`src/rtl/shift_right_seq_pkg.sv`:
```
// Shared widths, limits and state encoding for the sequential right shifter.
package shift_right_seq_pkg;

    localparam int DATA_W    = 24;
    localparam int SHAMT_W   = 4;
    localparam int STEP_MAX  = 4;
    localparam int SHAMT_MAX = 24;
    localparam int CNT_W     = 5;

    typedef enum logic [1:0] {
        IDLE  = 2'd0,
        SHIFT = 2'd1,
        DONE  = 2'd2
    } state_t;

    // 25-bit sum so a carry out of B+SHAMT still clamps to the full width.
    function automatic logic [CNT_W-1:0] clamp_amount(input logic [DATA_W-1:0]  b,
                                                      input logic [SHAMT_W-1:0] shamt);
        logic [DATA_W:0] sum;
        sum = {1'b0, b} + {{(DATA_W + 1 - SHAMT_W){1'b0}}, shamt};
        if (sum > (DATA_W + 1)'(SHAMT_MAX))
            return CNT_W'(SHAMT_MAX);
        else
            return sum[CNT_W-1:0];
    endfunction

endpackage

```
`src/rtl/shift_right_seq_step.sv`:
```
// Combinational right shift by 0-4 bits, vacated positions taken from fill.
module shift_right_step
    import shift_right_seq_pkg::*;
(
    input  logic [DATA_W-1:0] din,
    input  logic [2:0]        k,
    input  logic              fill,
    output logic [DATA_W-1:0] dout
);

    logic signed [DATA_W:0] ext;
    logic signed [DATA_W:0] shifted;

    // Prepending the fill bit lets a signed shift replicate it into the top.
    always_comb begin
        ext     = {fill, din};
        shifted = ext >>> k;
        dout    = shifted[DATA_W-1:0];
    end

endmodule

```
`src/rtl/shift_right_seq.sv`:
```
// Multi-cycle right shifter, up to 4 bit positions per cycle.
// Arithmetic (sign-fill) mode is enabled by defining SHIFT_RIGHT_ARITH_EN.
module shift_right_seq
    import shift_right_seq_pkg::*;
(
    input  logic              clk,
    input  logic              rst,
    input  logic              start,
    input  logic [DATA_W-1:0] a,
    input  logic [DATA_W-1:0] b,
    input  logic [3:0]        shamt,
    input  logic              arith,
    output logic              busy,
    output logic              done,
    output logic [DATA_W-1:0] result
);

    state_t            state;
    state_t            state_nx;
    logic [DATA_W-1:0] work;
    logic [CNT_W-1:0]  remaining;
    logic              fill;

    logic [CNT_W-1:0]  n_req;
    logic              fill_req;
    logic [2:0]        k;
    logic [DATA_W-1:0] step_out;
    logic              last_step;

    assign n_req = clamp_amount(b, shamt);

`ifdef SHIFT_RIGHT_ARITH_EN
    assign fill_req = arith & a[DATA_W-1];
`else
    logic unused_arith;
    assign unused_arith = arith;
    assign fill_req     = 1'b0;
`endif

    assign k         = (remaining >= CNT_W'(STEP_MAX)) ? 3'(STEP_MAX) : remaining[2:0];
    assign last_step = (remaining == {2'b00, k});

    shift_right_step u_step (
        .din  (work),
        .k    (k),
        .fill (fill),
        .dout (step_out)
    );

    always_comb begin
        state_nx = state;
        case (state)
            IDLE:    if (start) state_nx = (n_req == '0) ? DONE : SHIFT;
            SHIFT:   if (last_step) state_nx = DONE;
            DONE:    state_nx = IDLE;
            default: state_nx = IDLE;
        endcase
    end

    // result only loads on entry to DONE so intermediate steps never show.
    always_ff @(posedge clk or posedge rst) begin
        if (rst) begin
            state     <= IDLE;
            work      <= '0;
            remaining <= '0;
            fill      <= 1'b0;
            result    <= '0;
        end else begin
            state <= state_nx;
            case (state)
                IDLE: begin
                    if (start) begin
                        work      <= a;
                        remaining <= n_req;
                        fill      <= fill_req;
                        if (n_req == '0)
                            result <= a;
                    end
                end
                SHIFT: begin
                    work      <= step_out;
                    remaining <= remaining - {2'b00, k};
                    if (last_step)
                        result <= step_out;
                end
                default: ;
            endcase
        end
    end

    assign busy = (state != IDLE);
    assign done = (state == DONE);

endmodule

```
`config.mk`:
```
export PLATFORM = sky130hd
export DESIGN_NAME = shift_right_seq
export DESIGN_NICKNAME = d
export VERILOG_FILES = /design/src/rtl/shift_right_seq_pkg.sv /design/src/rtl/shift_right_seq_step.sv /design/src/rtl/shift_right_seq.sv
export SDC_FILE = /design/constraint.sdc
export NUM_CORES = 1
export LEC_CHECK = 0
export BUFFER_PORTS_ARGS = -buffer_cell sky130_fd_sc_hd__buf_2
export CAP_MARGIN = 25
export CORE_AREA = 2 2 65 113
export DETAILED_ROUTE_END_ITERATION = 8
export DIE_AREA = 0 0 67 115
export PLACE_DENSITY = 0.84
export SLEW_MARGIN = 0
export SYNTH_ARGS = -nofsm -noshare
export SYNTH_HDL_FRONTEND = slang
export SYNTH_SLANG_ARGS = --single-unit
export TNS_END_PERCENT = 5
```
`constraint.sdc`:
```
create_clock -name clk -period 5.6 [get_ports clk]
set_input_delay 0.28 -clock clk [delete_from_list [all_inputs] [get_ports clk]]
set_output_delay 0.28 -clock clk [all_outputs]
set_load 0.01 [all_outputs]
```
======== Word level (Yosys, flattened, before mapping) ========
Cells that the tools add are included.
word-level totals
  register bits ........................... 55
  logic and storage cells ................. 36
operators by class
  $add $sub $neg .......................... 2
  $lt $le $gt $ge ......................... 2
  eq/ne operators ......................... 6
  shifts and indexed selects .............. 1
  muxes and demuxes ....................... 14
  reduce and logical (&&, ||, !) cells .... 7
operators with widths
  kind                                                 count
  two-way mux 24 bit                                   4
  one-hot mux 24 bit (2 select lines)                  2
  adder 24 x 4 -> 25 bit                               1
  > comparator 25 x 5 -> 1 bit, second input constant  1
  >>> shifter 25 x 3 -> 24 bit                         1
  two-way mux 5 bit                                    2
  one-hot mux 5 bit (2 select lines)                   1
  two-way mux 2 bit                                    3
  inequality test 2 bit, second input constant         3
  equality test 5 x 3 -> 1 bit                         1
  >= comparator 5 x 3 -> 1 bit, second input constant  1
  logical NOT 5 bit                                    1
  subtractor 5 x 3 -> 5 bit                            1
  one-hot mux 2 bit (2 select lines)                   1
  AND reduction 2 bit                                  2
  AND reduction 4 bit                                  1
  nonzero test 2 bit                                   2
  two-way mux 3 bit                                    1
  equality test 2 x 1 -> 1 bit, second input constant  1
  equality test 2 bit, second input constant           1
  logical NOT 2 bit                                    1

======== Logic depth before layout (Yosys ltp) ========
  word-level depth ........................ 7
  gate-level depth with buffers ........... 12
  depth with buffers taken out ............ 10

======== Cells and area by module ========
From an unflattened synthesis, not the netlist that was laid out.
second synthesis, totals
  cells, all modules ...................... 488
  area, all modules ....................... 4240.3 sq um
by module, submodules not included
  module            times used  cells each  area each (sq um)  seq. area each (sq um)
  shift_right_seq   1           364         3211.8             1376.3
  shift_right_step  1           124         1028.5             0.0

======== Worst setup path before layout ========
OpenSTA, ideal clock, no wires.
  kind .................................... input port to flip-flop
  from .................................... input port b[0]
  to ...................................... register result[10]
  library setup time ...................... 125 ps
  arrival time ............................ 2961 ps
  data required time ...................... 5475 ps
  path slack .............................. 2514 ps
  cell stages on the path ................. 11
  buffers on the path ..................... 1
  cell sequence ........................... ha_1 fa_1 nand3_1 nand2_1 a311o_1 a221oi_1 nand4_1 nor4_4 a41oi_4 buf_6 mux2_4
between the ends
  word-level cells in the longest chain between the ends .. 6
ends and longest elaborated chain
  element                                   RTL line                   text
  start, declared                           shift_right_seq.sv:10      input logic [DATA_W-1:0] b,
  adder 24 x 4 -> 25 bit *                  shift_right_seq_pkg.sv:20  sum = {1'b0, b} + {{(DATA_W + 1 - SHAMT_W){1'b0}}, shamt};
  > comparator 25 x 5 -> 1 bit              shift_right_seq_pkg.sv:21  if (sum > (DATA_W + 1)'(SHAMT_MAX))
  two-way mux 5 bit *                       shift_right_seq_pkg.sv:21
  logical NOT 5 bit *                       shift_right_seq.sv:76      if (n_req == '0)
  inequality test 2 bit (no source line) *  --
  AND reduction 4 bit (no source line) *    --
  end signal, assigned                      shift_right_seq.sv:84      result <= step_out;
  end, declared                             shift_right_seq.sv:15      output logic [DATA_W-1:0] result
Every way passes the cells marked *; elsewhere a longest branch is shown, timed or not.
A chain may end at the register's enable or synchronous reset.

======== Final worst setup path ========
  from .................................... input port b[0]
  to ...................................... register result[4]
The elaborated chain is that of the path after synthesis.

==> run metrics <==
PD cells 528 mW/mm^2; final slew viol count 0; top-count cell post-synth nand2_1; number of global-route vias before repair 3279; Clock Latency Late Sink 0.30 ns; Initial Util 58.3%; count of state elements after synthesis 55; final hold viol count 0; Max Fclk 288 MHz; Post-CTS Setup Bufs 0; post-CTS resize count 0; RSZ-0062 raised after global routing no; Setup CP Type in2reg; crit path cell chain buf_2 > ha_1 > fa_1 > nand3_1 > nand2_1 > a311o_1 > a221oi_1 > nand4_1 > nor4_4 > a41oi_4 > buf_4 > mux2_4; Worst VDD drop 0.210 mV; I/O pins 82; warning count from the yosys run 0; sequential fraction of the synthesis area 34.7%; post-synth cell types 56; Slew headroom 33.5%; Ant. Diodes 0; clk sinks 55; Core Area 0.00681 mm^2; vias per std cell 6.12; gr usage total 25.0%; Max Buffers Root-to-Sink 2; DR iter-0 viols 308; final WL 9.08 mm; clock skew 0.00637 ns; Total Power 2.40 mW; Worst path slowest cell nor4_4; EDFF count, synth 0; final period utilization 61.9%; Setup crit start b[0]; Pre-antenna DRT Iters 5; status finished clean; worst reg-to-reg path cell count 5; CTS tree done; syn_area_per_cell 9.79 um^2; Placer Congestion 0.859; Setup TNS 0 ns; RR Startpoint state[0]; row cnt 40; largest net degree at the start of global routing 56; CTS H-tree lvls 2; Worst setup SP type input pin; Finish-stage setup viols 0; r2r setup slk 2.46 ns; worst-path maximum fanout 25; Layout area overhead 14.5%; share of post-route cells with drive strength above 1 34.7%; synth cell count leaders nand2_1, dfrtp_1, nor2_1; first-pass GRT wire length 14.8 mm; Worst Path Required 5.79 ns; number of CTS-inserted buffers 5; Yosys top cell by area dfrtp_1; via count 3401; max incr delay on CP 0.50 ns; Mapped Area 0.00397 mm^2; Die X 67 um; DP Wirelength 6.64 mm; # hold bufs at CTS 0; reg-to-reg endpoint result[16]; die area 0.00771 mm^2; worst setup path endpoint result[4]; Yosys top cell area share 34.7%; Hold Crit Class in2async; initial antenna violation count 0; max cap viols 0; routed len/inst 16.3 um; root buffer cell clkbuf_16; CTS clk-pin slew, worst paths 0.07 ns; post-synthesis cell count 405; Synth Flop Type dfrtp_1; crit end category flop; Residual DRC 0; Remaining Overflow, GRT 0; arrival time worst endpoint 3.66 ns; post-route ant nets 0; Port Buffers 80; fin nets 533; worst slew pin tran 0.996 ns; Pleak 2.05 nW; Syn Nets 467; Synth area leaders dfrtp_1, mux4_2, mux2_2; die height 115 um; async set-or-reset flop fraction in the synthesized netlist 100%; Tmin final 3.47 ns
-- worst min path at each step --
stage	startpoint	end
after global routing	rst	result[20]
final	rst	result[2]
after floorplan	work[0]	work[0]
after detailed placement	result[18]	result[18]
after CTS	rst	result[20]
after global placement	work[0]	work[0]
-- routing by layer --
| layer | wire [um] | GRT usage, % | vias up |
|---|---|---|---|
| li1 | - | - | 1625 |
| met1 | 3220 | 27.1 | 1607 |
| met2 | 4960 | 44.0 | 134 |
| met3 | 517 | 4.40 | 35 |
| met4 | 380 | 15.2 | 0 |
| met5 | 0 | 0 | - |
-- power breakdown --
part | switching (mW) | internal (mW) | leakage [nW]
registers | 0.192 | 0.597 | 0.661
logic | 0.643 | 0.660 | 1.31
clock network | 0.144 | 0.164 | 0.0733
total | 0.979 | 1.42 | 2.05
-- layout make-up --
class | count | area, um^2
tap | 84 | 105
clock inverter | 3 | 15.0
multi-input combinational | 311 | 2430
timing repair buffer | 86 | 445
clock buffer | 5 | 125
sequential | 55 | 1380
fill | 541 | 2260
inverter | 12 | 45.0
-- worst max-delay path, delay by kind of cell --
| family | cells | cell delay, ns |
|---|---|---|
| and+or+nand+nor | 4 | 1.04 |
| muxes | 1 | 0.35 |
| adders and majority gates | 2 | 0.63 |
| AOI/OAI and AO/OA | 3 | 0.91 |
| buffers and inverters | 2 | 0.42 |
-- metrics by stage --
stage               std cells  utilization, %  area, um^2  hold slack (ns)  setup slack, ns
floorplan                 405               -        3970            0.473             2.51
global placement          548            64.7        4400            0.483             1.89
detailed placement        548            64.7        4400            0.494             1.82
CTS                       556            66.7        4540            0.187             2.12
global route              556            66.7        4540            0.220             1.95
finish                    556            66.7        4540            0.148             2.13
-- kinds of logic after synthesis --
kind of cell	Yosys count	synth area share (%)
flip-flops	55	34.7
buffers and inverters	39	4.20
AND/OR/NAND/NOR	142	17.3
adder cells (fa/ha/maj)	6	2.08
multiplexers	69	25.0
XOR/XNOR	5	1.10
AO/OA/AOI/OAI	88	15.5
other	1	0.0946
-- registers in the layout, summed over array words and instances (netlist names) --
signal / cells
state: 2
remaining: 5
result: 24
work: 24
-- layout by cell type, fill, tap and decap left out, types with 3 or more instances in the layout --
master,synthesis,layout
o21ai_0,19,19
ha_1,5,5
a22oi_1,3,3
nor2_1,34,34
clkbuf_16,0,5
nor3_1,4,3
and2_1,3,3
nand3_1,9,9
a211o_1,3,3
inv_1,12,11
nor4_1,3,3
dfrtp_1,55,55
o2111ai_1,3,3
buf_2,1,80
nand2_1,59,59
buf_4,1,6
mux2_2,26,26
a21oi_1,11,11
nand4_1,5,5
nand2b_1,3,3
a211oi_1,12,12
xor2_1,3,3
clkinv_2,0,3
mux2_4,16,16
mux4_2,15,15
nor2b_1,8,7
a31oi_1,18,18
mux2i_1,12,12
Note: power is estimated with default switching activity, not from simulation.
